`src/rtl/pipe_hazard_ctrl.sv`:
```
// Pipeline hazard control: shift-register scoreboard driving RAW stalls, branch squash and halt drain.
// Zero-latency combinational hold/flush/bubble outputs; scoreboard and FSM advance every clk edge, no backpressure.
module pipe_hazard_ctrl #(
  parameter int DEPTH     = 3,
  parameter int RADDR_W   = 4,
  parameter int FWD       = 0,
  parameter int RF_BYPASS = 1,
  parameter int BR_IDX    = 1,
  parameter int CNT_W     = 16
) (
  input  logic               clk,
  input  logic               rst_n,
  input  logic               id_valid,
  input  logic [RADDR_W-1:0] id_src1,
  input  logic               id_src1_used,
  input  logic [RADDR_W-1:0] id_src2,
  input  logic               id_src2_used,
  input  logic [RADDR_W-1:0] id_dst,
  input  logic               id_we,
  input  logic               id_load,
  input  logic               id_hlt,
  input  logic               br_taken,
  output logic               pc_hold,
  output logic               if_id_hold,
  output logic               if_id_flush,
  output logic               id_ex_bubble,
  output logic [DEPTH-1:0]   kill_vec,
  output logic               hlt_out,
  output logic [CNT_W-1:0]   stall_cnt
);

  typedef struct packed {
    logic               v;
    logic               we;
    logic [RADDR_W-1:0] dst;
    logic               ld;
    logic               hlt;
  } sb_ent_t;

  typedef enum logic [1:0] {RUN, DRAIN, HALTED} state_t;

  sb_ent_t sb_q [DEPTH];
  sb_ent_t sb_d [DEPTH];
  state_t  state_q, state_d;
  logic    hazard;
  logic    stall;
  logic    any_hlt;

  always_comb begin
    hazard = 1'b0;
    for (int i = 0; i < DEPTH; i++) begin
      if (sb_q[i].v && sb_q[i].we &&
          ((id_src1_used && sb_q[i].dst == id_src1) ||
           (id_src2_used && sb_q[i].dst == id_src2))) begin
        // With forwarding only a load still in ID/EX cannot supply its result in time.
        if (FWD != 0) begin
          if (i == 0 && sb_q[i].ld) hazard = 1'b1;
        end else if (!(RF_BYPASS != 0 && i == DEPTH-1)) begin
          hazard = 1'b1;
        end
      end
    end
  end

  assign stall        = id_valid & hazard & ~br_taken & (state_q == RUN);
  assign pc_hold      = stall | (state_q != RUN);
  assign if_id_hold   = stall;
  assign if_id_flush  = br_taken;
  assign id_ex_bubble = stall | br_taken | ~id_valid | (state_q != RUN);
  assign hlt_out      = (state_q == HALTED);

  always_comb begin
    kill_vec = '0;
    for (int i = 0; i < DEPTH; i++) begin
      kill_vec[i] = br_taken && (i < BR_IDX);
    end
  end

  always_comb begin
    for (int j = 0; j < DEPTH; j++) begin
      sb_d[j] = '0;
    end
    if (!id_ex_bubble) begin
      sb_d[0].v   = 1'b1;
      sb_d[0].we  = id_we;
      sb_d[0].dst = id_dst;
      sb_d[0].ld  = id_load;
      sb_d[0].hlt = id_hlt;
    end
    for (int j = 1; j < DEPTH; j++) begin
      if (!kill_vec[j-1]) sb_d[j] = sb_q[j-1];
    end
  end

  always_comb begin
    state_d = state_q;
    any_hlt = 1'b0;
    for (int j = 0; j < DEPTH; j++) begin
      any_hlt = any_hlt | (sb_d[j].v & sb_d[j].hlt);
    end
    case (state_q)
      RUN:    if (!id_ex_bubble && id_hlt) state_d = DRAIN;
      // Only one HLT can be in flight; if a branch squashed it, resume fetching.
      DRAIN: begin
        if (sb_d[DEPTH-1].v && sb_d[DEPTH-1].hlt) state_d = HALTED;
        else if (!any_hlt)                         state_d = RUN;
      end
      HALTED: state_d = HALTED;
      default: state_d = RUN;
    endcase
  end

  always_ff @(posedge clk or negedge rst_n) begin
    if (!rst_n) begin
      state_q   <= RUN;
      stall_cnt <= '0;
      for (int j = 0; j < DEPTH; j++) begin
        sb_q[j] <= '0;
      end
    end else begin
      state_q <= state_d;
      sb_q    <= sb_d;
      if (stall && stall_cnt != '1) stall_cnt <= stall_cnt + 1'b1;
    end
  end

endmodule

```
`config.mk`:
```
export PLATFORM = sky130hd
export DESIGN_NAME = pipe_hazard_ctrl
export DESIGN_NICKNAME = d
export VERILOG_FILES = /design/src/rtl/pipe_hazard_ctrl.sv
export SDC_FILE = /design/constraint.sdc
export NUM_CORES = 1
export LEC_CHECK = 0
export ABC_AREA = 1
export CAP_MARGIN = 10
export CORE_MARGIN = 5
export CORE_UTILIZATION = 40
export DETAILED_ROUTE_END_ITERATION = 10
export PLACE_DENSITY = 0.71
export SYNTH_ARGS = -nofsm -noshare
export SYNTH_HDL_FRONTEND = slang
export SYNTH_SLANG_ARGS = --single-unit
```
`constraint.sdc`:
```
create_clock -name clk -period 1.8 [get_ports clk]
set_input_delay 0.36 -clock clk [delete_from_list [all_inputs] [get_ports clk]]
set_output_delay 0.36 -clock clk [all_outputs]
set_load 0.02 [all_outputs]
```
== Yosys cells after proc, flatten, opt, wreduce, memory -nomap -nowiden ==
Cells that the tools add are included.
Word-level totals
  flip-flop bits (word level): 33
  bits of input ports: 21
  output and inout port bits: 24
  word-level logic and storage cells: 60
Operators by class
  $add $sub $neg: 1
  eq/ne operators: 9
  mux-type cells: 8
  bitwise logic cells: 14
  reductions and logical operators: 17
Operators with widths (number)
  adder 16 x 1 -> 16 bit (second input constant): 1
  equality test 4 bit: 4
  two-way mux 8 bit: 2
  inequality test 16 bit (second input constant): 1
  logical AND 1 bit: 11
  bitwise AND 1 bit: 6
  two-way mux 2 bit: 3
  bitwise OR 1 bit: 6
  case mux 2 bit (3 select lines): 1
  inequality test 3 bit (second input constant): 1
  equality test 2 x 1 -> 1 bit (second input constant): 1
  equality test 2 bit (second input constant): 1
  zero test 2 bit: 1
  logical OR 1 bit: 2
  two-way mux 1 bit: 2
  inequality test 2 x 1 -> 1 bit (second input constant): 1
  inverter 1 bit: 2
  AND reduction 2 bit: 1
  nonzero test 2 bit: 1
  zero test 1 bit: 1

== Depth between registers and ports, before layout ==
  depth in word-level cells: 19
  gate-level depth with buffers: 13
  gate-level depth less buffers: 12

== Least setup slack after synthesis ==
OpenSTA, ideal clock, no wires.
  kind: register to register
  from: register stall_cnt[0]
  to: register stall_cnt[6]
  data arrival time: 1.669 ns
  required time: 1.684 ns
  slack: 0.016 ns
  stages on the path, launching flop included: 12
  clock period less this slack: 1.784 ns
  cells stage by stage: dfrtp_1 > ha_1 > nand2_2 > nor3_4 > nand3_2 > clkinv_1 > nand2_2 > clkinv_1 > nor2_4 > buf_12 > nand2_2 > nand2_2
Between the ends
  longest elaborated chain between the ends: 2
Ends and longest elaborated chain
  start, declared: line 29  | output logic [CNT_W-1:0] stall_cnt
  start signal, assigned: line 123  | if (stall && stall_cnt != '1) stall_cnt <= stall_cnt + 1'b1;
  parallel branches: the longest is 2 deep, another holds adder 16 x 1 -> 16 bit
Several ways; the timed one is not identified.
A chain may end at the register's enable or synchronous reset.

== Worst setup path after layout ==
  from: register sb_q[19] (netlist bit)
  to: output port if_id_hold
Between the ends
  longest elaborated chain between the ends: 9
Ends and longest elaborated chain
  start, declared: line 42  | sb_ent_t sb_q [DEPTH];
  start signal, assigned by index: line 118  | sb_q[j] <= '0;
  start signal, assigned: line 122  | sb_q <= sb_d;
  equality test 4 bit, on equally long branches: line 53, 54
  logical AND 1 bit, on equally long branches: line 53, 54
  logical OR 1 bit (*): line 53  | ((id_src1_used && sb_q[i].dst == id_src1) ||
  logical AND 1 bit (*): line 52  | if (sb_q[i].v && sb_q[i].we &&
  two-way mux 1 bit (*) (2 in series): line 52
  bitwise AND 1 bit (*) (3 in series): line 65  | assign stall = id_valid & hazard & ~br_taken & (state_q == RUN);
  end, declared: line 24  | output logic if_id_hold,
Every way passes the cells marked *; elsewhere a longest branch is shown, timed or not.

==> results.md <==
* IO Pins at 45
* DRC at 0
* Clock Skews at approximately 0.0052 ns
* Hold Fails Final Rpt at 0
* Most used DFF post-synth: dfrtp_1
* Vias in the first global route at about 1,700
* Avg Cell Area, Syn at between 7 and 8 sq um
* Post-layout util at 57.1%
* CP Class: reg -> out
* Diodes inserted at 0
* Fin Setup TNS at -0.539 ns
* Buf/Inv on CP at 4
* Worst path arrival time at 1.56 ns
* Fin crit period at about 1.9 ns
* Layout cells sized above 1 at 22.0%
* Antenna-violating nets left at 0
* Cell row count at 25
* Yosys cell types at 27
* Crit start category: flip-flop
* Yosys reg bits at 32
* Initial Util at between 40% and 50%
* Worst-path cell chain: inv_2 -> nand2_2 -> nand2_1 -> nor2_1 -> nand3_1 -> nand2_1 -> nand2_1 -> nand2_2 -> buf_12 -> nand3_4 -> inv_2 -> buf_6
* GP Congestion at slightly above 0.8
* First-pass GRT wire length at around 7200 microns
* Top cell by count, worst path: nand2_1
* Post-Synthesis Cells at ~260
* Fmax at around 0.52 GHz
* Leakage at roughly 1.5 nW
* Hold_ws at 0.472 ns
* Layout Nets at 350
* Sequential fraction of the synthesis area at 40.9%
* FF+latch area at roughly 800 sq um
* Pre-Repair DR Iteration Count at 4
* Worst Hold Class: in -> async
* Clock sink count at 32
* Iteration-0 DRC Markers at 59
* CTS tree: yes
* Failing checks: setup timing
* Max-cap violation count at 0
* Worst Path Max Fanout at 3
* Dpl cells at between 300 and 400
* Pre-CTS setup slack at -0.843 ns
* EDFF count, synth at 0
* CP max stage delay at 0.39 ns
* Global Route Usage Sum at 14.1%
* Chip Height at between 70 and 80 microns
* Slowest cell on crit path: dfrtp_1
* Clk_lat worst skew at 0.28 ns
* Width of the die at between 70 and 80 microns
* Critical Path RT at approximately 1.4 ns
* P&R area growth vs syn at 37.7%
* CP top delay family: simple AND/OR/NAND/NOR gates
* Final worst-path cycle share at 107%
* Vias at approximately 1,700
* Pins Over Slew Limit at 0
* Remaining global-route overflow at 0
* Footprint of the multi-input gates at about 980 sq um
* Core ar. at 4720 sq um
* Antenna violations before repair at 0
* Die area at 6390 sq um
* Max H-tree Level at 2
* Post-CTS Hold Buffers at 0
* Finished Layout Cells at between 300 and 400
* Synth Cell Area at 1960 sq um
* Clock-pin transition on the worst setup and hold timing paths at ~0.07 ns
* Setup violations, final at 19
* Wire per inst at 11.3 microns
* CTS Buf Count at 5
* CTS Buffer Depth at 2
* # fillers at 450
* Placed inst area at between 2000 and 3000 sq um
* Status: finished, violations left
* CTS root buffer: clkbuf_8
* Final WS setup at -0.118 ns
* Drt total wl at about 4400 microns
* Synth warn at 0
* RSZ-0062 raised after global routing: yes
* Worst VDD drop at 393 uV
* Post-DR vias/cell at 4.38
* Design Power at roughly 1.4 mW
* Worst Setup End Kind: output pin
* IO Port Bufs at 41
* P per Cell Area at between 500 and 600 nW/um^2
* Largest net degree at the start of global routing at 33
* Detailed Place HPWL at 3270 microns
* Post-synth ARST share at between 90% and 100%
* Final instance area at around 2700 sq um
==> metal layers <==
metal,share of wire [%],wire [microns],vias to the layer above,global-route usage [%]
li1,-,-,909,-
met2,51,2270,32,25.2
met5,0,0,-,0
met1,43,1900,786,16.5
met3,5.6,248,4,3.61
met4,0.70,31,0,4.05
==> layout make-up <==
class / instances / share of cell area, %
Multi-Input combinational cell: 186 / 36.4
Sequential cell: 32 / 29.7
Timing Repair Buffer: 64 / 22.5
Inverter: 39 / 5.43
Tap cell: 67 / 3.11
Clock buffer: 6 / 2.69
Clock inverter: 1 / 0.186
==> cells in the mapped netlist (2+ instances only) <==
| cell | instances | area [sq um] |
|---|---|---|
| inv_1 | 35 | 131 |
| nand4_1 | 3 | 18.8 |
| nor3_1 | 4 | 20.0 |
| nor4_1 | 2 | 12.5 |
| dfrtp_1 | 32 | 801 |
| xnor2_1 | 7 | 61.3 |
| xor2_1 | 11 | 96.3 |
| nand2_2 | 23 | 144 |
| nand2_1 | 80 | 300 |
| nand3_1 | 10 | 50.1 |
| inv_2 | 2 | 7.51 |
| nor2_1 | 34 | 128 |
| buf_4 | 4 | 30.0 |
| clkinv_1 | 2 | 7.51 |
==> logic make-up (layout without fill, tap and decap cells) <==
logic type / Yosys count / after routing / synth area share [%]
AOI/OAI and AO/OA: 2 / 2 / 0.639
xor gates and xnor gates: 18 / 18 / 8.05
adders and majority gates: 1 / 1 / 0.639
buffers and inverters: 46 / 110 / 11.0
DFF: 32 / 32 / 40.9
other: 1 / 2 / 0.192
and+or+nand+nor: 162 / 163 / 38.6
==> layout by cell type (no fill, tap or decap), types with 4 or more instances in the layout <==
cell and count:
nor3_1 4, xor2_1 11, clkdlybuf4s50_1 22, inv_1 33, buf_6 7, nand3_1 9
nand2_2 27, buf_4 18, nor2_1 34, nand2_1 75, inv_2 4, xnor2_1 7
dlygate4sd2_1 12, dfrtp_1 32, clkbuf_8 5
==> flip-flops by register name, summed over array words and instances, names as in the netlist <==
name and count:
sb_q 7, state_q 2, sb_d 7, stall_cnt 16
==> final timing paths <==
kind,startpoint,endpoint,slack [ns],cells past startpoint
worst min-delay path,rst_n,stall_cnt[10]$_DFFE_PN0P_,0.47,2
worst min register to register,sb_q[16]$_DFF_PN0_,sb_d[0]$_DFF_PN0_,0.49,2
min in group clk,sb_q[16]$_DFF_PN0_,sb_d[0]$_DFF_PN0_,0.49,2
worst max-delay path,sb_q[19]$_DFF_PN0_,if_id_hold,-0.12,12
worst max register to register,sb_q[19]$_DFF_PN0_,stall_cnt[9]$_DFFE_PN0P_,-0.03,16
max in group asynchronous,rst_n,sb_d[2]$_DFF_PN0_,1.03,2
==> report_power, final <==
group	total (mW)	switching, mW	internal [mW]	leakage (nW)
clock network	0.510	0.248	0.262	0.0410
registers	0.741	0.00896	0.732	0.441
logic	0.170	0.0898	0.0798	0.990
==> repair_timing <==
action | in CTS | in global routing
gates cloned | 0 | 1
endpoints found under the hold margin | 0 | 0
pin swaps | 5 | 4
setup endpoints to repair | 22 | 23
resized for setup | 35 | 13
setup buffers | 1 | 2
No activity file was read; power rests on OpenSTA's default activity.
